==> src/rtl/imem_loader.sv <==
// Byte-stream loader and owner of the instruction memory; holds the core in reset while loading.
// Optional running byte checksum enabled by defining IMEM_LOADER_CHECKSUM_EN.
module imem_loader #(
   parameter int DEPTH_BYTES = 128,
   parameter int ADDR_W      = 7
) (
   input  logic              clk,
   input  logic              rst_n,
   input  logic              start,
   input  logic              s_valid,
   input  logic [7:0]        s_data,
   input  logic              s_last,
   output logic              s_ready,
   input  logic [ADDR_W-1:0] r_addr_imem,
   output logic [31:0]       r_data_imem,
   output logic              busy,
   output logic              done,
   output logic              err_overflow,
   output logic              core_rst_n,
   output logic [ADDR_W:0]   byte_count,
   output logic [7:0]        csum
);

   typedef enum logic [1:0] {
      S_IDLE,
      S_LOAD,
      S_DONE,
      S_ERR
   } state_t;

   state_t            r_state;
   state_t            w_next;
   logic [ADDR_W-1:0] r_wr_ptr;
   logic [ADDR_W:0]   r_count;
   logic              r_core_rst_n;
   logic [7:0]        r_mem [DEPTH_BYTES];
   logic              w_acc;
   logic              w_start;
   logic              w_at_end;
   logic [ADDR_W-1:0] w_a1;
   logic [ADDR_W-1:0] w_a2;
   logic [ADDR_W-1:0] w_a3;

   assign w_acc    = (r_state == S_LOAD) && s_valid;
   assign w_start  = start && (r_state != S_LOAD);
   assign w_at_end = (r_wr_ptr == ADDR_W'(DEPTH_BYTES - 1));

   always_comb begin
      w_next = r_state;
      unique case (r_state)
         S_LOAD: begin
            if (w_acc) begin
               if (s_last)
                  w_next = S_DONE;
               else if (w_at_end)
                  w_next = S_ERR;
            end
         end
         default: begin
            if (start)
               w_next = S_LOAD;
         end
      endcase
   end

   // core reset follows the next state so it lifts together with DONE
   always_ff @(posedge clk or negedge rst_n) begin
      if (!rst_n) begin
         r_state      <= S_IDLE;
         r_core_rst_n <= 1'b0;
      end else begin
         r_state      <= w_next;
         r_core_rst_n <= (w_next == S_DONE);
      end
   end

   always_ff @(posedge clk or negedge rst_n) begin
      if (!rst_n) begin
         r_wr_ptr <= '0;
         r_count  <= '0;
      end else if (w_start) begin
         r_wr_ptr <= '0;
         r_count  <= '0;
      end else if (w_acc) begin
         r_wr_ptr <= r_wr_ptr + ADDR_W'(1);
         r_count  <= r_count + (ADDR_W + 1)'(1);
      end
   end

   // storage is deliberately not reset so a partial image survives rst_n
   always_ff @(posedge clk) begin
      if (w_acc)
         r_mem[r_wr_ptr] <= s_data;
   end

`ifdef IMEM_LOADER_CHECKSUM_EN
   logic [7:0] r_csum;

   always_ff @(posedge clk or negedge rst_n) begin
      if (!rst_n)
         r_csum <= 8'h00;
      else if (w_start)
         r_csum <= 8'h00;
      else if (w_acc)
         r_csum <= r_csum + s_data;
   end

   assign csum = r_csum;
`else
   assign csum = 8'h00;
`endif

   assign w_a1 = r_addr_imem + ADDR_W'(1);
   assign w_a2 = r_addr_imem + ADDR_W'(2);
   assign w_a3 = r_addr_imem + ADDR_W'(3);

   assign r_data_imem = {r_mem[w_a3], r_mem[w_a2],
                         r_mem[w_a1], r_mem[r_addr_imem]};

   assign s_ready      = (r_state == S_LOAD);
   assign busy         = (r_state == S_LOAD);
   assign done         = (r_state == S_DONE);
   assign err_overflow = (r_state == S_ERR);
   assign core_rst_n   = r_core_rst_n;
   assign byte_count   = r_count;

endmodule

==> config.mk <==
export PLATFORM = sky130hd
export DESIGN_NAME = imem_loader
export DESIGN_NICKNAME = d
export VERILOG_FILES = /design/src/rtl/imem_loader.sv
export SDC_FILE = /design/constraint.sdc
export NUM_CORES = 2
export LEC_CHECK = 0
export ABC_AREA = 0
export BUFFER_PORTS_ARGS = -buffer_cell sky130_fd_sc_hd__buf_4
export CAP_MARGIN = 20
export CORE_UTILIZATION = 50
export DETAILED_ROUTE_END_ITERATION = 10
export GPL_TIMING_DRIVEN = 0
export PLACE_DENSITY = 0.65
export SLEW_MARGIN = 20
export SYNTH_ARGS = -nofsm -noshare
export SYNTH_HDL_FRONTEND = slang
export SYNTH_SLANG_ARGS = --single-unit
==> constraint.sdc <==
create_clock -name clk -period 8.8 [get_ports clk]
set_input_delay 0.88 -clock clk [delete_from_list [all_inputs] [get_ports clk]]
set_output_delay 0.88 -clock clk [all_outputs]
set_load 0.1 [all_outputs]
Word-level counts from Yosys, hierarchy flattened
Memories as Yosys holds them, arrays and structs flattened.
Index checks and enable logic that the tools add are counted.
{"block": "op_classes", "addsub": 5, "n_eq_ne": 6, "n_mux": 11, "n_reduce_logical": 3}
{"op": "$mux W8", "n": 2}
{"op": "$add A7 B1 Y7 const B", "n": 2}
{"op": "$add A7 B2 Y7 const B", "n": 2}
{"op": "$mux W7", "n": 2}
{"op": "$mux W2", "n": 5}
{"op": "$add A8 B1 Y8 const B", "n": 1}
{"op": "$eq A7 B7 Y1 const B", "n": 1}
{"op": "$eq A2 B2 Y1 const B", "n": 3}
{"op": "$eq A2 B1 Y1 const B", "n": 1}
{"op": "$logic_and A1 B1 Y1", "n": 2}
{"op": "$mux W1", "n": 2}
{"op": "$ne A2 B1 Y1 const B", "n": 1}
{"op": "$reduce_bool A2 Y1", "n": 1}
{"block": "word_totals", "word_cells": 30, "ff_bits": 18, "memories": 1, "ramBits": 1024}
{"name": "r_mem", "words": 128, "word_bits": 8, "rd": 4, "rd_ports_with_merged_regs": 0, "wr": 1, "line": "36", "source": "logic [7:0] r_mem [DEPTH_BYTES];"}

Depth between registers and ports, before layout
{"block": "depth", "ltp_word": 6, "depth_mapped": 18, "depth_no_buf": 9}

Least setup slack after synthesis
Ideal clock, no wire load.
{"block": "synth_path", "path_type": "input to output", "startpoint": "input port r_addr_imem[1]", "endpoint": "output port r_data_imem[11]", "path_stages": 17, "required_ns": 7.920, "t_arrival_ns": 6.700, "setup_slack_ns": 1.220, "path_buffers": 11, "path_cell_list": "buf_4 buf_2 buf_4 buf_2 buf_1 inv_1 ha_1 buf_2 buf_4 buf_2 buf_2 buf_1 buf_2 a21oi_1 o21ai_0 a21oi_1 nor4_1"}
{"block": "synth_via", "elab_chain_len": 2}
{"element": "start, declared", "line": "14", "source": "input logic [ADDR_W-1:0] r_addr_imem,"}
{"element": "$add A7 B1 Y7", "line": "113", "source": "assign w_a1 = r_addr_imem + ADDR_W'(1);"}
{"element": "$mem_v2 Z128 W8"}
{"element": "end, declared", "line": "15", "source": "output logic [31:0] r_data_imem,"}
Every way passes these cells.

Worst setup path after layout
{"block": "layout_path", "startpoint": "input port r_addr_imem[0]", "endpoint": "output port r_data_imem[25]"}
{"block": "layout_via", "elab_chain_len": 2}
{"element": "$add A7 B2 Y7", "line": "115", "source": "assign w_a3 = r_addr_imem + ADDR_W'(3);"}
{"element": "$mem_v2 Z128 W8"}
Every way passes these cells.

==> results.py <==
metrics = {
    "placed_design": {
        "dp_hpwl_um": 278000,
        "place_congestion": 1.17,
        "portBuffers": 61,
    },
    "final_layout": {
        "nets": 4469,
        "area_growth_pct": 11.7,
        "fill_cells": 10300,
        "final_util_pct": 56.2,
        "drive_gt1_share_pct": 37.5,
    },
    "clock_network": {
        "cts_root_buf": "clkbuf_16",
        "cts_made_buffers": 114,
        "cts_sinks": 1042,
        "clk_path_buf_depth": 3,
        "worstSkewPairLatency_ns": 0.79,
        "cts_tree": "done",
        "htreeDepth": 3,
        "clk_pin_slew_worst_paths_ns": 0.06,
    },
    "die": {
        "dieArea_um2": 134000,
        "die_x_um": 366,
        "core_area_um2": 131000,
        "rows": 133,
        "dieHeight_um": 366,
        "start_util_pct": 50.4,
        "ioPinCount": 73,
    },
    "synth": {
        "postSynth.asyncResetShare_pct": 1.73,
        "synth.distinct_cells": 64,
        "yosysMostFrequentCell": "edfxtp_1",
        "ys_ff_latch": 1042,
        "ys.flop_type": "edfxtp_1",
        "synth_area_leader_cell": "edfxtp_1",
        "syn_area_per_cell_um2": 15.7,
        "synth_edf_count": 1024,
        "yosys-top-cells-count": "1024 x edfxtp_1, 1017 x mux4_2, 613 x nand2_1",
        "yosys_warnings": 0,
        "synthTopCellsByArea": "edfxtp_1 46%, mux4_2 35%, nand2_1 3.5%, mux2i_1 2.8%, nand3_1 1.5%",
        "netlist.area_leader.share_pct": 46.5,
        "syn_inst": 4223,
        "synth-seq-area-share_pct": 47.2,
        "netlist_area_um2": 66100,
    },
    "sta": {
        "relSlewSlack_pct": 9.89,
        "hold_viol": 0,
        "min_period_ns": 9.20,
        "max_freq_ghz": 0.109,
        "fin_ws_ns": -0.402,
        "setup-violations-final": 15,
        "whs_ns": 0.298,
        "fin_skew_ns": 0.0203,
        "min_period_over_period_pct": 105,
        "slew_viol_final": 0,
        "worst_pin_slew_ns": 1.35,
        "rsz0062_at_grt": "true",
    },
    "route": {
        "drc": 0,
        "detail-route-antenna-nets": 0,
        "via_per_inst": 8.68,
        "routed_wl_um": 374000,
        "wl_per_cell_um": 59.1,
        "drtIter0Drc": 12800,
        "route.vias.total": 54900,
        "drt_first_pass_iters": 9,
    },
    "pwr": {
        "irDropWorstVdd_v": 0.000207,
        "p_per_area_nw_per_um2": 194,
        "p_leak_nw": 24.0,
    },
    "setup_path": {
        "crit_fanout": 10,
        "critPathLaunchType": "input pin",
        "cp.required_ns": 7.92,
        "critical_path_class": "input pin to output port",
        "setup.worst_path.end_class": "output port",
        "worst_ep_arrival_time_ns": 8.32,
    },
    "status": {
        "violations": "setup timing",
        "status": "finished, violations left",
    },
    "global_route": {
        "overflow": 0,
        "grt_pass1_wl_um": 478000,
        "grt_pass1_vias": 49400,
        "track_usage_pct": 56.0,
        "antenna_found_initial": 48,
        "grt_max_degree": 129,
    },
    "min_path": {
        "hold_path.class": "input pin to register",
    },
    "run": {
        "drv_cap": 0,
    },
}
worst paths after layout:
check	startpoint	end	slack [ns]	cells after the start
min	s_last	r_state[0]	0.30	2
max	r_addr_imem[0]	r_data_imem[25]	-0.40	17
min in group asynchronous	rst_n	r_state[1]	0.51	2
max in group asynchronous	rst_n	byte_count[0]	8.07	2
min reg2reg	byte_count[7]	byte_count[7]	0.55	2
max reg2reg	r_state[0]	r_mem[96][5]	4.16	7
layer usage:
layer  vias to the layer above  GRT usage [%]  part of all wire, %
li1                      18300              -                    -
met1                     28000           67.4                   32
met2                      6821           73.0                   39
met3                      1688           32.0                   19
met4                        40           43.6                   10
met5                         -         0.0363                0.080
area by class of cell:
cell class                      count  area [um2]  share of cell area (%)
Clock inverter                     88        1080                    1.46
Clock buffer                      128        2980                    4.03
Buffer                            405        2250                    3.05
Tap cell                         1755        2200                    2.97
Antenna cell                       22        55.1                  0.0746
Inverter                            5        20.0                  0.0271
Timing Repair Buffer               99        1020                    1.38
Sequential cell                  1042       31200                    42.3
Multi-Input combinational cell   2776       33000                    44.7
worst max-delay path: stages:
cell	delay [ns]
buf_4	0.16
buf_6	0.15
inv_2	0.12
buf_4	0.35
buf_2	0.52
buf_2	0.61
buf_2	0.52
ha_1	0.21
buf_2	0.23
buf_4	0.33
buf_2	0.56
buf_2	0.56
buf_2	0.68
mux4_2	0.54
a21oi_1	0.68
nand4_1	0.63
buf_4	0.46
flip-flops by register name, summed over array words and instances, names as in the netlist:
| name | cells |
|---|---|
| byte_count | 8 |
| core_rst_n | 1 |
| r_mem | 1024 |
| r_state | 2 |
| r_wr_ptr | 7 |
per-stage QoR:
step	instances	setup WS (ns)	area (um2)	TNS (ns)	power [mW]
floorplan	4230	1.22	66200	0	7.35
CTS	6288	0.0400	73600	0	14.0
global placement	6046	-2.13	68800	-20.23	8.80
finish	6320	-0.402	73800	-3.86	14.4
detailed placement	6073	-0.994	69600	-9.63	8.85
global route	6299	-0.0349	73800	-0.0683	14.3
kinds of logic after synthesis:
| kind of cell | synth area share (%) |
|---|---|
| muxes | 37.4 |
| and+or+nand+nor | 7.78 |
| DFF | 47.2 |
| buffers and inverters | 3.35 |
| AOI/OAI and AO/OA | 3.75 |
| xor gates and xnor gates | 0.405 |
| adders and majority gates | 0.114 |
| other | 0.00567 |
power breakdown:
group | total (mW) | switching [mW] | leakage (nW) | internal, mW
combinational | 3.54 | 2.58 | 12.6 | 0.958
clock | 5.31 | 2.25 | 1.95 | 3.06
sequential | 5.51 | 0.0305 | 9.44 | 5.48
total | 14.4 | 4.86 | 24.0 | 9.50
placed cells by master, fill, tap and decap left out, types with 18 or more instances in the layout:
cell	instances
a211oi_1	27
a21oi_1	49
a221oi_1	24
a22oi_1	23
a31oi_1	47
a32oi_1	34
and3_1	21
buf_2	157
buf_4	151
buf_6	34
bufinv_16	21
clkbuf_1	100
clkbuf_16	115
clkbuf_2	38
clkinv_2	21
dfrtp_1	18
diode_2	22
edfxtp_1	1024
mux2i_1	182
mux4_2	1017
nand2_1	613
nand3_1	203
nand4_1	78
nor2_1	122
nor2_2	58
nor3_1	21
o21ai_0	35
o22ai_1	25
timing repair:
item | in CTS | in global routing
endpoints found under the setup margin | 16 | 8
hold endpoints to repair | 18 | 0
hold buffers | 1 | 0
buffers inserted | 0 | 3
pin swaps | 0 | 2
resized for setup | 9 | 6
(Power assumes the default switching activity.)
